--- config.mk ---
export PLATFORM = sky130hd
export DESIGN_NAME = divider
export DESIGN_NICKNAME = d
export VERILOG_FILES = /design/src/rtl/divider_pkg.sv /design/src/rtl/divider_stage.sv /design/src/rtl/divider.sv
export SDC_FILE = /design/constraint.sdc
export NUM_CORES = 1
export LEC_CHECK = 0
export BUFFER_PORTS_ARGS = -buffer_cell sky130_fd_sc_hd__buf_2
export CAP_MARGIN = 20
export CORE_MARGIN = 2
export CORE_UTILIZATION = 61
export CTS_CLUSTER_SIZE = 25
export DETAILED_ROUTE_END_ITERATION = 6
export GPL_TIMING_DRIVEN = 0
export HOLD_SLACK_MARGIN = 0.08
export PLACE_DENSITY = 0.92
export RECOVER_POWER = 100
export SLEW_MARGIN = 5
export SYNTH_ARGS = -nofsm -noshare
export SYNTH_HDL_FRONTEND = slang
export SYNTH_SLANG_ARGS = --single-unit
export TNS_END_PERCENT = 50
--- constraint.sdc ---
create_clock -name clk -period 4 [get_ports clk]
set_input_delay 0.6 -clock clk [delete_from_list [all_inputs] [get_ports clk]]
set_output_delay 0.6 -clock clk [all_outputs]
set_load 0.05 [all_outputs]
--- src/rtl/divider_pkg.sv ---
// Shared widths, helpers and stage payload layout for the pipelined divider.
// Used by divider_stage and divider.
package divider_pkg;

  localparam int DIV_N_DEF = 5;
  localparam int DIV_M_DEF = 3;

  // Partial remainder needs one bit more than the divisor.
  function automatic int part_w(input int m);
    return m + 1;
  endfunction

  // Flattened payload width: valid + rem + quo + dvd + dvs.
  function automatic int stage_w(input int n, input int m);
    return 1 + m + n + n + m;
  endfunction

  typedef struct packed {
    logic                 valid;
    logic [DIV_M_DEF-1:0] rem;
    logic [DIV_N_DEF-1:0] quo;
    logic [DIV_N_DEF-1:0] dvd;
    logic [DIV_M_DEF-1:0] dvs;
  } div_stage_t;

endpackage

--- src/rtl/divider_stage.sv ---
// One restoring-division step plus its pipeline register.
// Ports: clk, rst_n (sync, active-high), pl_in/pl_out payloads.
module divider_stage
  import divider_pkg::*;
#(
  parameter int N   = DIV_N_DEF,
  parameter int M   = DIV_M_DEF,
  parameter int IDX = 0,
  parameter int SW  = stage_w(N, M)
) (
  input  logic          clk,
  input  logic          rst_n,
  input  logic [SW-1:0] pl_in,
  output logic [SW-1:0] pl_out
);

  localparam int PW = part_w(M);
  localparam int QB = N - 1 - IDX;

  typedef struct packed {
    logic         valid;
    logic [M-1:0] rem;
    logic [N-1:0] quo;
    logic [N-1:0] dvd;
    logic [M-1:0] dvs;
  } stage_t;

  stage_t       s_in;
  stage_t       s_nxt;
  stage_t       s_q;
  logic [PW-1:0] partial;
  logic [M-1:0]  diff;
  logic          ge;

  assign s_in = pl_in;

  // Low M bits of the subtraction suffice: a kept result always fits,
  // and with a zero divisor this shifts dividend bits into rem.
  always_comb begin
    partial       = {s_in.rem, s_in.dvd[QB]};
    ge            = partial >= {1'b0, s_in.dvs};
    diff          = partial[M-1:0] - s_in.dvs;
    s_nxt         = s_in;
    s_nxt.quo[QB] = ge;
    s_nxt.rem     = ge ? diff : partial[M-1:0];
  end

  always_ff @(posedge clk) begin
    if (rst_n) s_q <= '0;
    else       s_q <= s_nxt;
  end

  assign pl_out = s_q;

endmodule

--- src/rtl/divider.sv ---
// Fully pipelined restoring unsigned divider, one quotient bit per stage.
// Ports: clk, rst_n (sync, active-high), data_rdy, dividend[N], divisor[M],
// rdy, merchant[N], remainder[M]; div_zero when DIVIDER_DIV_ZERO_FLAG_EN.
module divider
  import divider_pkg::*;
#(
  parameter int N = DIV_N_DEF,
  parameter int M = DIV_M_DEF
) (
  input  logic         clk,
  input  logic         rst_n,
  input  logic         data_rdy,
  input  logic [N-1:0] dividend,
  input  logic [M-1:0] divisor,
  output logic         rdy,
  output logic [N-1:0] merchant,
`ifdef DIVIDER_DIV_ZERO_FLAG_EN
  output logic [M-1:0] remainder,
  output logic         div_zero
`else
  output logic [M-1:0] remainder
`endif
);

  localparam int SW = stage_w(N, M);

  logic [SW-1:0] pl [N+1];

  assign pl[0] = {data_rdy, {M{1'b0}}, {N{1'b0}}, dividend, divisor};

  for (genvar g = 0; g < N; g++) begin : g_stage
    divider_stage #(
      .N   (N),
      .M   (M),
      .IDX (g)
    ) u_stage (
      .clk    (clk),
      .rst_n  (rst_n),
      .pl_in  (pl[g]),
      .pl_out (pl[g+1])
    );
  end

  assign rdy       = pl[N][SW-1];
  assign remainder = pl[N][SW-2 -: M];
  assign merchant  = pl[N][SW-2-M -: N];

`ifdef DIVIDER_DIV_ZERO_FLAG_EN
  // Divisor rides the pipe, so the flag is aligned with rdy.
  assign div_zero = pl[N][SW-1] && (pl[N][M-1:0] == '0);
`endif

endmodule

Word-level counts from Yosys, hierarchy flattened
Index checks and enable logic that the tools add are counted.
{ "classes": {"n_addsub": 5, "order_cmp": 5, "muxes": 5, "n_bitwise": 1, "n_reduce_logical": 1} }
{ "ops": {"columns": ["cell", "count"], "rows": [
  ["4-bit by 3-bit >= comparator with 1-bit output", 4],
  ["3-bit two-way mux", 4],
  ["3-bit subtractor", 4],
  ["1-bit by 3-bit >= comparator with 1-bit output", 1],
  ["1-bit by 3-bit subtractor with 3-bit output", 1],
  ["2-bit OR reduction", 1],
  ["1-bit two-way mux", 1],
  ["1-bit inverter", 1]
]} }
{ "word_totals": {"ff_bits": 63, "input_bits": 11, "output_inout_bits": 9, "word_cells": 41} }

Longest topological paths before layout
{ "logic_depth": {"ltp_word": 3, "depth_mapped": 6, "ltp_nobuf": 6} }

Hierarchy
Synthesis repeated with hierarchy kept, for this count alone.
{ "unflattened": {"hier_cells": 266, "area_unflattened_um2": 3025.4} }
{ "by_module_without_submodules": {"columns": ["mod", "instances", "cells_per_inst", "area_each_um2", "seq_area_each_um2"], "rows": [
  ["divider_stage", 5, 53, 604.3, 340.3],
  ["divider", 1, 1, 3.8, 0.0]
]} }

Worst setup path after synthesis
OpenSTA, ideal clock, no wires.
{ "synth_path": {"kind": "register -> register", "start": "register g_stage[0].u_stage.s_q (netlist bit g_stage[0].u_stage.pl_out[6])", "end": "register g_stage[1].u_stage.s_q (netlist bit g_stage[1].u_stage.pl_out[13])", "setup_time_ns": 0.121, "arrival_ns": 1.544, "t_required_ns": 3.879, "slack_ns": 2.335, "path_stages_with_launch": 7, "n_path_buf": 0, "period_less_slack_ns": 1.665, "cell_sequence": "dfxtp_1 > inv_1 > ha_1 > fa_1 > a21bo_1 > a211oi_4 > mux2_2"} }
{ "synth_between": {"elab_chain_len": 2, "elab_cells_between_ends": 3, "cone_classes": "1 x add/sub; 1 x order compare; 1 x mux"} }
{ "synth_rtl": {"columns": ["item", "line", "text"], "rows": [
  ["start, declared", "divider_stage.sv:30", "stage_t s_q;"],
  ["start signal, assigned", "divider_stage.sv:50", "else s_q <= s_nxt;"],
  ["4-bit by 3-bit >= comparator with 1-bit output / 3-bit subtractor (equally long branches)", "divider_stage.sv:41, divider_stage.sv:42", null],
  ["3-bit two-way mux *", "divider_stage.sv:45", "s_nxt.rem = ge ? diff : partial[M-1:0];"],
  ["end signal, assigned", "divider_stage.sv:50", null],
  ["end, declared", "divider_stage.sv:30", null]
]} }
Mark *: on every way between the ends. The rest lies on a longest branch, timed or not.
A chain may end at the register's enable or synchronous reset.

Worst setup path after layout
Same ends and word-level chain as after synthesis.

==> results.sh <==
export IMPL_routed_wl_met2_um=1930
export IMPL_relSlewSlack_pct=43.58
export IMPL_p_per_area_nw_per_um2=513.8
export IMPL_multi_input_area_um2=865.8
export IMPL_fin_util_pct=72.51
export IMPL_finClkSkew_ps=15.16
export IMPL_cts_root_buf="clkbuf_4"
export IMPL_post_dp_hpwl_um=2493
export IMPL_place_area_um2=2298
export IMPL_die_w_um=63.31
export IMPL_critPathKind="reg -> reg"
export IMPL_grt_pass1_wl_um=6237
export IMPL_topRoutingLayerUsed="met4"
export IMPL_ys_seq_area_share_pct=53.18
export IMPL_endpoint_kind="flip-flop"
export IMPL_core_area_um2=3363
export IMPL_yosys_warnings=0
export IMPL_grt_pass1_vias=1407
export IMPL_num_nets_final=262
export IMPL_areaGrowthSynthToFinish_pct=13.64
export IMPL_routed_via_density=4.954
export IMPL_h_tree_depth=3
export IMPL_tritoncts_num_buffers=9
export IMPL_cts_setup_buffers=0
export IMPL_outcome="completed"
export IMPL_syn_num_nets=232
export IMPL_worst_path_buf_inv=1
export IMPL_netlist_area_um2=2146
export IMPL_cts_reportedPaths_clkPinSlew_ps=100
export IMPL_largest_reg_flops=57
export IMPL_crit_family="compound AO/OA/AOI/OAI gates"
export IMPL_cts_path_max_buffers=2
export IMPL_post_route_period_util_pct=53.51
export IMPL_clock_latency_ps=400
export IMPL_drc=0
export IMPL_port_buffers=19
export IMPL_avgSynthCellArea_um2=10.57
export IMPL_synth_seq_cells=57
export IMPL_cts_sinks=57
export IMPL_globalplace_congestion=0.7784
export IMPL_dr_wl_met3_um=153
export IMPL_fmax_ghz=0.4672
export IMPL_cp_required_ps=4280
export IMPL_worstMarginPinSlew_ps=838.6
export IMPL_tns_ps=0
export IMPL_grt_max_degree=11
export IMPL_globalRouteOverflowTotal=0
export IMPL_io_pins=20
export IMPL_vias=1407
export IMPL_fin_crit_ps=2141
export IMPL_synth_cell_types=31
export IMPL_synthCells=203
export IMPL_maxCapViolations=0
export IMPL_ant_nets=0
export IMPL_cts_tree="done"
export IMPL_synth_edf_count=0
export IMPL_finalHoldViolCount=0
export IMPL_crit_chain="inv_1 -> ha_1 -> fa_1 -> a21bo_1 -> a211oi_1 -> mux2_2"
export IMPL_post_cts_resized=0
export IMPL_wl_per_cell_um=12.74
export IMPL_drtIter0Drc=68
export IMPL_grt_setup_unrepaired="no"
export IMPL_routedLengthMet1_um=1439
export IMPL_antennaDiodeCount=0
export IMPL_slew_viol_final=0
export IMPL_cp_max_fo=4
export IMPL_fp_row_count=21
export IMPL_ys_flop_type="dfxtp_1"
export IMPL_total_leakage_power_nw=1.045
export IMPL_slowest_stage="a211oi_1"
export IMPL_dieArea_um2=4008
export IMPL_dieHeight_um=63.31
export IMPL_irDropWorstVdd_mv=0.4620
export IMPL_design_area_um2=2439
export IMPL_antenna_found_initial=0
export IMPL_grt_usage_pct=21.58
export IMPL_cp_start_kind="flip-flop"
export IMPL_drive_above_1_share_pct=13.87
export IMPL_hold_path_class="in -> reg"
export IMPL_seqCellArea_um2=1141
export IMPL_ys_async_sr_fraction_pct=0
export IMPL_cp_data_arrival_time_ps=2420
export IMPL_fillCellCount=256
export IMPL_setup_viol=0
export IMPL_initial_core_util_pct=63.80
export IMPL_wl_um=3617
export IMPL_cts_hold_buf=0
export IMPL_drt_pass1_iter_count=4
export IMPL_cpPeakStageDelay_ps=640
-- per-stage QoR --
stage	power, W	setup slack (ps)	cells	hold WS, ps
after floorplan	0.0007286	2335	203	413.8
after global placement	0.0007545	2217	268	416.5
after global routing	0.001305	1694	284	413.4
final	0.001253	1859	284	409.5
after CTS	0.001269	2160	284	399.7
after detailed placement	0.0007631	2197	268	423.6
-- per-layer routing --
layer	global-route usage [%]	vias to the layer above
li1	-	702
met1	21.11	665
met2	38.70	31
met3	7.857	9
met4	12.77	0
met5	0	-
-- kinds of logic after synthesis --
logic type | synth area share (%)
XOR/XNOR | 0.4082
buffers and inverters | 5.189
AO/OA/AOI/OAI | 6.356
flip-flops | 53.18
multiplexers | 4.607
adder cells (fa/ha/maj) | 11.90
AND/OR/NAND/NOR | 18.37
-- worst register-to-register path, cell delays in order, from the launching register on --
cell and delay (ps):
dfxtp_1 310, inv_1 60, ha_1 170, fa_1 200
a21bo_1 220, a211oi_1 640, mux2_2 420
-- synthesized netlist by cell type (all sizes together), types with 2 or more instances --
library cell | instances | area [µm²]
a21boi | 2 | 15.01
a21oi | 2 | 10.01
buf | 2 | 10.01
clkbuf | 4 | 15.01
dfxtp | 57 | 1141
fa | 4 | 80.08
ha | 14 | 175.2
inv | 23 | 86.33
mux2 | 7 | 78.83
mux2i | 2 | 20.02
nand2 | 4 | 15.01
nand2b | 2 | 12.51
nor2 | 26 | 97.59
nor2b | 36 | 225.2
o211ai | 2 | 15.01
o21a | 2 | 15.01
-- where the power goes --
group,internal (W),switching (W)
clock network,0.000305,0.000206
registers,0.000600,0.0000113
logic,0.0000528,0.0000783
total,0.000957,0.000296
-- path summary, 6_finish.rpt --
kind                                        end  slack, ps  cells after the start                          from
setup / recovery  g_stage[1].u_stage.pl_out[13]       1860                      6  g_stage[0].u_stage.pl_out[6]
hold / removal     g_stage[0].u_stage.pl_out[6]        410                      2                   dividend[3]
setup reg to reg  g_stage[1].u_stage.pl_out[13]       1860                      6  g_stage[0].u_stage.pl_out[6]
hold reg to reg    g_stage[2].u_stage.pl_out[2]        440                      2  g_stage[1].u_stage.pl_out[2]
-- cells in the final DEF, fill, tap and decap left out, types with 2 or more instances in the layout --
cell        n
nand2_1     4
nand2b_1    2
fa_1        4
o211ai_1    2
ha_1       14
inv_1      22
mux2i_1     2
buf_2       9
clkbuf_8    3
o21a_1      2
clkbuf_1   16
mux2_2      7
a21oi_1     2
dfxtp_1    57
nor2_1     26
nor2b_1    36
a21boi_0    2
clkbuf_4    9
bufinv_16   2
-- cell type report --
cell class / instances / share of cell area, %
plain buffers: 6 / 0.9236
flip-flops and latches: 57 / 46.79
well taps: 46 / 2.360
clock inverters: 4 / 3.027
clock buffers: 12 / 4.464
repair buffers: 19 / 3.386
multi-input cells: 117 / 35.51
inverters: 23 / 3.540
Note: power is estimated with default switching activity, not from simulation.
